**src/rtl/muxsel_arbiter.sv**
```systemverilog
// muxsel_arbiter
// Round-robin arbiter that shares one Muxparam instance among 2**SEL
// requesters. It grants one requester at a time, drives the mux select with
// the owner's index, and forces a release after MAX_HOLD consecutive grant
// cycles so that no requester can monopolise the shared bus.
//
// Ports:
//   clk       - clock, all state updates on the rising edge
//   rst_n     - asynchronous active-low reset
//   req       - per-requester request levels (N = 2**SEL bits)
//   gnt       - one-hot grant, zero when no grant is valid
//   selec     - index of the current or last owner (to Muxparam.selec)
//   valid     - high while a grant is active
//   preempt   - one-cycle pulse in the dead cycle after a forced release
//   dbg_state - FSM state (0 = IDLE, 1 = GRANT)
//
// Handshake: req[i] is a level held by requester i for as long as it wants
// the bus. A grant is visible one cycle after the request is first sampled
// and drops one cycle after req[owner] is sampled low (or at MAX_HOLD).
// Every grant is followed by at least one IDLE cycle.
module muxsel_arbiter #(
  parameter int SEL      = 4,
  parameter int MAX_HOLD = 15
) (
  input  logic                  clk,
  input  logic                  rst_n,
  input  logic [(1<<SEL)-1:0]   req,
  output logic [(1<<SEL)-1:0]   gnt,
  output logic [SEL-1:0]        selec,
  output logic                  valid,
  output logic                  preempt,
  output logic                  dbg_state
);

  localparam int N  = 1 << SEL;
  localparam int CW = $clog2(MAX_HOLD + 1);
  localparam logic [CW-1:0] MAX_C = CW'(MAX_HOLD);

  typedef enum logic {S_IDLE = 1'b0, S_GRANT = 1'b1} state_t;

  state_t          r_state;
  logic [SEL-1:0]  r_ptr;
  logic [SEL-1:0]  r_owner;
  logic [CW-1:0]   r_cnt;
  logic            r_preempt;
  logic            r_valid;
  logic [N-1:0]    r_gnt;

  state_t          w_state_nxt;
  logic [SEL-1:0]  w_ptr_nxt;
  logic [SEL-1:0]  w_owner_nxt;
  logic [CW-1:0]   w_cnt_nxt;
  logic            w_preempt_nxt;

  logic            w_found;
  logic [SEL-1:0]  w_pick;
  logic [SEL-1:0]  w_scan_idx;

  // Rotating scan: first set request at or above r_ptr, wrapping N-1 -> 0.
  // The SEL-bit add wraps modulo N by construction.
  always_comb begin
    w_found    = 1'b0;
    w_pick     = '0;
    w_scan_idx = '0;
    for (int i = 0; i < N; i++) begin
      w_scan_idx = r_ptr + SEL'(i);
      if (!w_found && req[w_scan_idx]) begin
        w_found = 1'b1;
        w_pick  = w_scan_idx;
      end
    end
  end

  always_comb begin
    w_state_nxt   = r_state;
    w_ptr_nxt     = r_ptr;
    w_owner_nxt   = r_owner;
    w_cnt_nxt     = r_cnt;
    w_preempt_nxt = 1'b0;
    case (r_state)
      S_IDLE: begin
        if (w_found) begin
          w_owner_nxt = w_pick;
          w_cnt_nxt   = CW'(1);
          w_state_nxt = S_GRANT;
        end
      end
      S_GRANT: begin
        // Normal release has priority over the hold limit, so a requester
        // that drops exactly at MAX_HOLD is not flagged as preempted.
        if (!req[r_owner]) begin
          w_state_nxt = S_IDLE;
          w_ptr_nxt   = r_owner + 1'b1;
        end else if (r_cnt == MAX_C) begin
          w_state_nxt   = S_IDLE;
          w_ptr_nxt     = r_owner + 1'b1;
          w_preempt_nxt = 1'b1;
        end else begin
          w_cnt_nxt = r_cnt + 1'b1;
        end
      end
      default: w_state_nxt = S_IDLE;
    endcase
  end

  always_ff @(posedge clk or negedge rst_n) begin
    if (!rst_n) begin
      r_state   <= S_IDLE;
      r_ptr     <= '0;
      r_owner   <= '0;
      r_cnt     <= '0;
      r_preempt <= 1'b0;
      r_valid   <= 1'b0;
      r_gnt     <= '0;
    end else begin
      r_state   <= w_state_nxt;
      r_ptr     <= w_ptr_nxt;
      r_owner   <= w_owner_nxt;
      r_cnt     <= w_cnt_nxt;
      r_preempt <= w_preempt_nxt;
      // Grant outputs are registered from next-state so nothing on the
      // output side depends combinationally on req.
      r_valid   <= (w_state_nxt == S_GRANT);
      r_gnt     <= (w_state_nxt == S_GRANT) ? (N'(1) << w_owner_nxt) : '0;
    end
  end

  // selec follows the owner register, which only changes when entering
  // GRANT, so it holds the last owner through IDLE.
  assign gnt       = r_gnt;
  assign valid     = r_valid;
  assign selec     = r_owner;
  assign preempt   = r_preempt;
  assign dbg_state = r_state;

endmodule

```
**config.mk**
```make
export PLATFORM = sky130hd
export DESIGN_NAME = muxsel_arbiter
export DESIGN_NICKNAME = d
export VERILOG_FILES = /design/src/rtl/muxsel_arbiter.sv
export SDC_FILE = /design/constraint.sdc
export NUM_CORES = 1
export LEC_CHECK = 0
export CORE_MARGIN = 1.5
export CORE_UTILIZATION = 55
export CTS_CLUSTER_SIZE = 20
export DETAILED_ROUTE_END_ITERATION = 6
export GPL_TIMING_DRIVEN = 0
export PLACE_DENSITY_LB_ADDON = 0.1
export SETUP_SLACK_MARGIN = 0.05
export SYNTH_ARGS = -nofsm -noshare
export SYNTH_HDL_FRONTEND = slang
export SYNTH_SLANG_ARGS = --single-unit
```
**constraint.sdc**
```tcl
create_clock -name clk -period 5.5 [get_ports clk]
set_input_delay 1.1 -clock clk [delete_from_list [all_inputs] [get_ports clk]]
set_output_delay 1.1 -clock clk [all_outputs]
set_load 0.01 [all_outputs]
```
; ---- Yosys cells after proc, flatten, opt, wreduce, memory -nomap -nowiden
; Index checks and enable logic that the tools add are counted.
[word_totals]
rom_bits = 0
latch_bits = 0
register_bits = 30
mem_count = 0
mem_bits_rw = 0
[op_classes]
muxes = 82
n_eq_ne = 5
bitwise_logic = 1
magnitude_cmp = 17
shifts = 1
mul = 0
addsub = 17
div = 0
n_reduce_logical = 32
[ops]
columns = operator, count
row1 = two-way mux 4 bit, 23
row2 = "less-than comparator 4 x 5 -> 1 bit, second input constant", 17
row3 = binary-select mux 1 bit (select 4 bit), 17
row4 = two-way mux 1 bit, 39
row5 = "adder 4 bit, second input constant", 8
row6 = "adder 4 x 3 -> 4 bit, second input constant", 4
row7 = two-way mux 16 bit, 1
row8 = "<< shifter 1 x 4 -> 16 bit, first input constant", 1
row9 = logical AND 1 bit, 15
row10 = zero test 1 bit, 15
row11 = "adder 4 x 1 -> 4 bit, second input constant", 3
row12 = "adder 4 x 2 -> 4 bit, second input constant", 2
row13 = case mux 4 bit (2 select lines), 1
row14 = "== test 4 bit, second input constant", 1
row15 = "!= test 2 x 1 -> 1 bit, second input constant", 2
row16 = "!= test 2 bit, second input constant", 2
row17 = AND reduction 3 bit, 1
row18 = case mux 1 bit (2 select lines), 1
row19 = AND reduction 2 bit, 1
row20 = NOT 1 bit, 1

; ---- Longest topological paths before layout
[logic_depth]
depth_word = 52
mapped_depth = 18
ltp_nobuf = 13

; ---- Least setup slack after synthesis
; Ideal clock, no wire load.
[synth_timing]
path_kind = register to register
startpoint = register r_ptr[1]
endpoint = register r_gnt[10] (netlist: gnt[10])
path_slack_ns = 0.838
n_path_buf = 6
path_stages_with_launch = 18
synth_period_minus_slack_ns = 4.662
arrival_time_ns = 4.531
path_cell_list = dfrtp_1 buf_6 buf_6 clkbuf_1 inv_1 ha_1 buf_4 buf_1 mux4_2 mux4_2 nor3b_1 nand4_4 or2_1 a211o_1 a31oi_2 or2_1 buf_6 nor3b_2
[synth_between]
elab_chain_cells = 52
[synth_lines]
columns = item, line
row1 = "start, declared", 42  ; logic [SEL-1:0] r_ptr;
row2 = "start signal, assigned", 117  ; r_ptr <= w_ptr_nxt;
row3 = "parallel branches: the longest is 51 deep, another holds adder 4 x 1 -> 4 bit", -
row4 = two-way mux 16 bit (*), 124  ; r_gnt <= (w_state_nxt == S_GRANT) ? (N'(1) << w_owner_nxt) : '0;
row5 = "end signal, assigned", 124
row6 = "end, declared", 47  ; logic [N-1:0] r_gnt;
; Every way passes the cells marked *. The select of a mux whose other input is x is not followed.
; A chain may end at the register's enable or synchronous reset.

; ---- Worst setup path in the final report
[layout_timing]
startpoint = register r_ptr[1]
endpoint = register r_gnt[2] (netlist: gnt[2])
[layout_between]
elab_chain_cells = 52
[layout_lines]
columns = item, line
row1 = "parallel branches: the longest is 48 deep, another holds adder 4 x 1 -> 4 bit", -
row2 = two-way mux 4 bit (*), 82  ; if (w_found) begin
row3 = two-way mux 4 bit (*), 80  ; case (r_state)
row4 = via w_owner_nxt[3], 51  ; logic [SEL-1:0] w_owner_nxt;
row5 = << shifter 1 x 4 -> 16 bit (*), 124
row6 = two-way mux 16 bit (*), 124
; Mark *: on every way through the listed nets, which the timed path passes. The select of a mux whose other input is x is not followed.

==> results.md <==
* Vias in the first global route at 3,564
* Chip width at 87.6 µm
* Global-route usage over all layers at 33.7%
* Inst Count DP at 540
* Num ports at 41
* Post-synth cell types at 75
* Fin crit share at 92.7%
* Ant. Diodes at 0
* CP Launch Type: register
* RR Startpoint: r_ptr[1]
* Clock Tree Buf Depth at 2
* Vias/cell at 6.90
* CP Capture Type: register
* Worst setup path category: register to register
* Final hold violations at 0
* #FFs+latches synth at 30
* Final layout net count at 477
* Clk_skew at 0.00810 ns
* Final instance area at 0.00455 mm²
* Die Area at 0.00768 mm²
* Crit path DAT at 5.30 ns
* Routed wire length at 12,000 µm
* DRC errors left at 0
* Hold Crit Class: register to register
* Drt pass-1 iters at 6
* Total vias in the final route at 3,772
* Max-Cap Viols at 0
* Total grt overflow at 0
* Mapped Area at 0.00394 mm²
* Final count of negative-setup-slack endpoints at 0
* CP required at 5.70 ns
* Cell Area, Placed at 0.00446 mm²
* Skew-Pair Late Insertion Delay at 0.29 ns
* Area delta synth->final at 15.4%
* Core region area at 0.00687 mm²
* Setup TNS at 0 ns
* Cts repair resizes at 1
* Global-route wire length before repair at 19,400 µm
* Die Y at 87.6 µm
* Largest net degree at the start of global routing at 31
* Filler-free cell count of the finished design at 547
* CTS clk-pin slew, worst paths at 0.07 ns
* Relative slew slack at 39.3%
* Syn nets at 431
* Share of layout cells above drive strength 1 at 20.8%
* Total CTS buffers at 5
* Status: complete, no violations
* Critical Path Source: r_ptr[1]
* Fill count at 555
* Initial DRC count at 446
* Routability Congestion at 0.986
* Initial Util at 57.3%
* Antenna violations before repair at 0
* Row count at 30
* IO buf count at 40
* CTS tree: done
* Worst-path fanout max at 19
* Post-synthesis sequential area ratio at 19.1%
* EDFF count, synth at 0
* F_max at 196 MHz
* Fin. max-slew vios at 0
* Postcts setup bufs at 0
* Tightest Pin Transition at 0.885 ns
* DP HPWL at 9240 µm
* Top_reg_cell synth: dfrtp_1
* Final Util at 66.2%
* Mean Syn Cell Area at 9.75 µm²
* Period minus WS final at 5.10 ns
* Cells after Synth at 404
* Unrepaired setup endpoints after global routing: no
* H-tree levels at 2
* Hold_buf cts at 0
* Worst Hold Launch: r_cnt[0]
* WL/cell at 22.0 µm
* Ys Warns at 0
* Async SR Flop Fraction at 100%
* Clock sinks at 30
* Final ANT Viol Nets at 0
* CTS Root Cell: clkbuf_8
==> path summary, 6_finish.rpt <==
kind | cells past startpoint | endpoint | slack, ns
worst max-delay path | 17 | gnt[2] | 0.40
worst min-delay path | 1 | r_cnt[0] | 0.51
worst max register to register | 17 | gnt[2] | 0.40
worst min register to register | 1 | r_cnt[0] | 0.51
max in group asynchronous | 1 | gnt[14] | 4.23
min in group asynchronous | 1 | preempt | 0.83
==> final cells by class <==
class | instances | area (µm²) | share of cell area, %
Multi-Input combinational cell | 338 | 3000 | 66.0
Sequential cell | 30 | 751 | 16.5
Timing Repair Buffer | 40 | 395 | 8.70
Buffer | 21 | 130 | 2.86
Tap cell | 96 | 120 | 2.64
Clock buffer | 6 | 82.6 | 1.82
Inverter | 14 | 52.6 | 1.16
Clock inverter | 2 | 12.5 | 0.275
==> cells in the final DEF, fill, tap and decap left out, drive strengths merged, types with 6 or more instances in the layout <==
| cell type | count |
|---|---|
| dfrtp | 30 |
| clkdlybuf4s50 | 39 |
| o211ai | 7 |
| inv | 14 |
| nor2b | 8 |
| nand3 | 15 |
| nor3 | 12 |
| mux4 | 28 |
| nand2 | 18 |
| mux2 | 30 |
| o21ai | 16 |
| clkbuf | 14 |
| a21oi | 22 |
| nand4 | 6 |
| xnor2 | 12 |
| mux2i | 33 |
| a31oi | 6 |
| and2 | 7 |
| ha | 9 |
| buf | 14 |
| nor3b | 6 |
| nor2 | 33 |
==> state kept, by name, summed over array words and instances (netlist names) <==
signal / flops
r_cnt: 4
preempt: 1
gnt: 16
valid: 1
selec: 4
r_ptr: 4
==> critical path, cell delays in order, from the launching register on <==
cell      delay [ns]
dfrtp_1         0.44
buf_6           0.19
buf_6           0.22
inv_1           0.25
ha_1            0.42
buf_4           0.22
buf_2           0.28
mux2i_1         0.26
mux2i_1         0.14
mux4_2          0.60
nor3b_1         0.39
nand4_4         0.22
nor4_1          0.40
a211o_1         0.19
and2_1          0.22
inv_2           0.07
a211oi_2        0.29
nor3b_2         0.21
==> cell usage after synthesis, types with 4 or more instances <==
master     count  area, µm²
nor2b_1        8       50.1
nand3_1       15       75.1
buf_6          4       45.0
clkbuf_1       9       33.8
nor3_1         9       45.0
dfrtp_1       30        751
xnor2_1       11       96.3
mux2i_1       31        310
buf_4          4       30.0
ha_1           9        113
nand2_1       18       67.6
and2_1         6       37.5
mux2_2        15        169
o22ai_1        4       25.0
inv_2          5       18.8
a21oi_1       22        110
inv_1          9       33.8
nand4_1        5       31.3
mux4_2        28        631
nor2_1        33        124
a2111oi_0      4       35.0
o21ai_0       15       75.1
a31oi_1        4       25.0
mux2_1        15        169
o211ai_1       7       52.6
buf_2          4       20.0
nor3b_2        5       62.6
==> metal layers <==
metal	track usage (%)	part of all wire [%]
met3	6.79	10
met5	0	0
met4	13.1	3.4
met2	50.5	45
met1	48.2	41
==> per-stage QoR <==
| step | hold WS [ns] | setup WS, ns |
|---|---|---|
| after global placement | 0.492 | -0.184 |
| after global routing | 0.568 | 0.144 |
| after detailed placement | 0.502 | -0.169 |
| final | 0.513 | 0.402 |
| after CTS | 0.511 | 0.466 |
| after floorplan | 0.468 | 0.838 |
==> cell families after synthesis <==
family / after synthesis / synth area share, %
multiplexers: 91 / 33.4
adder cells (fa/ha/maj): 9 / 2.86
AND/OR/NAND/NOR: 126 / 18.4
AO/OA/AOI/OAI: 98 / 18.2
flip-flops: 30 / 19.1
buffers and inverters: 36 / 4.70
XOR/XNOR: 14 / 3.30
Power is left out: the tool's default activity adds up to more than one toggle a clock period on the data nets, which glitch-free logic cannot reach.
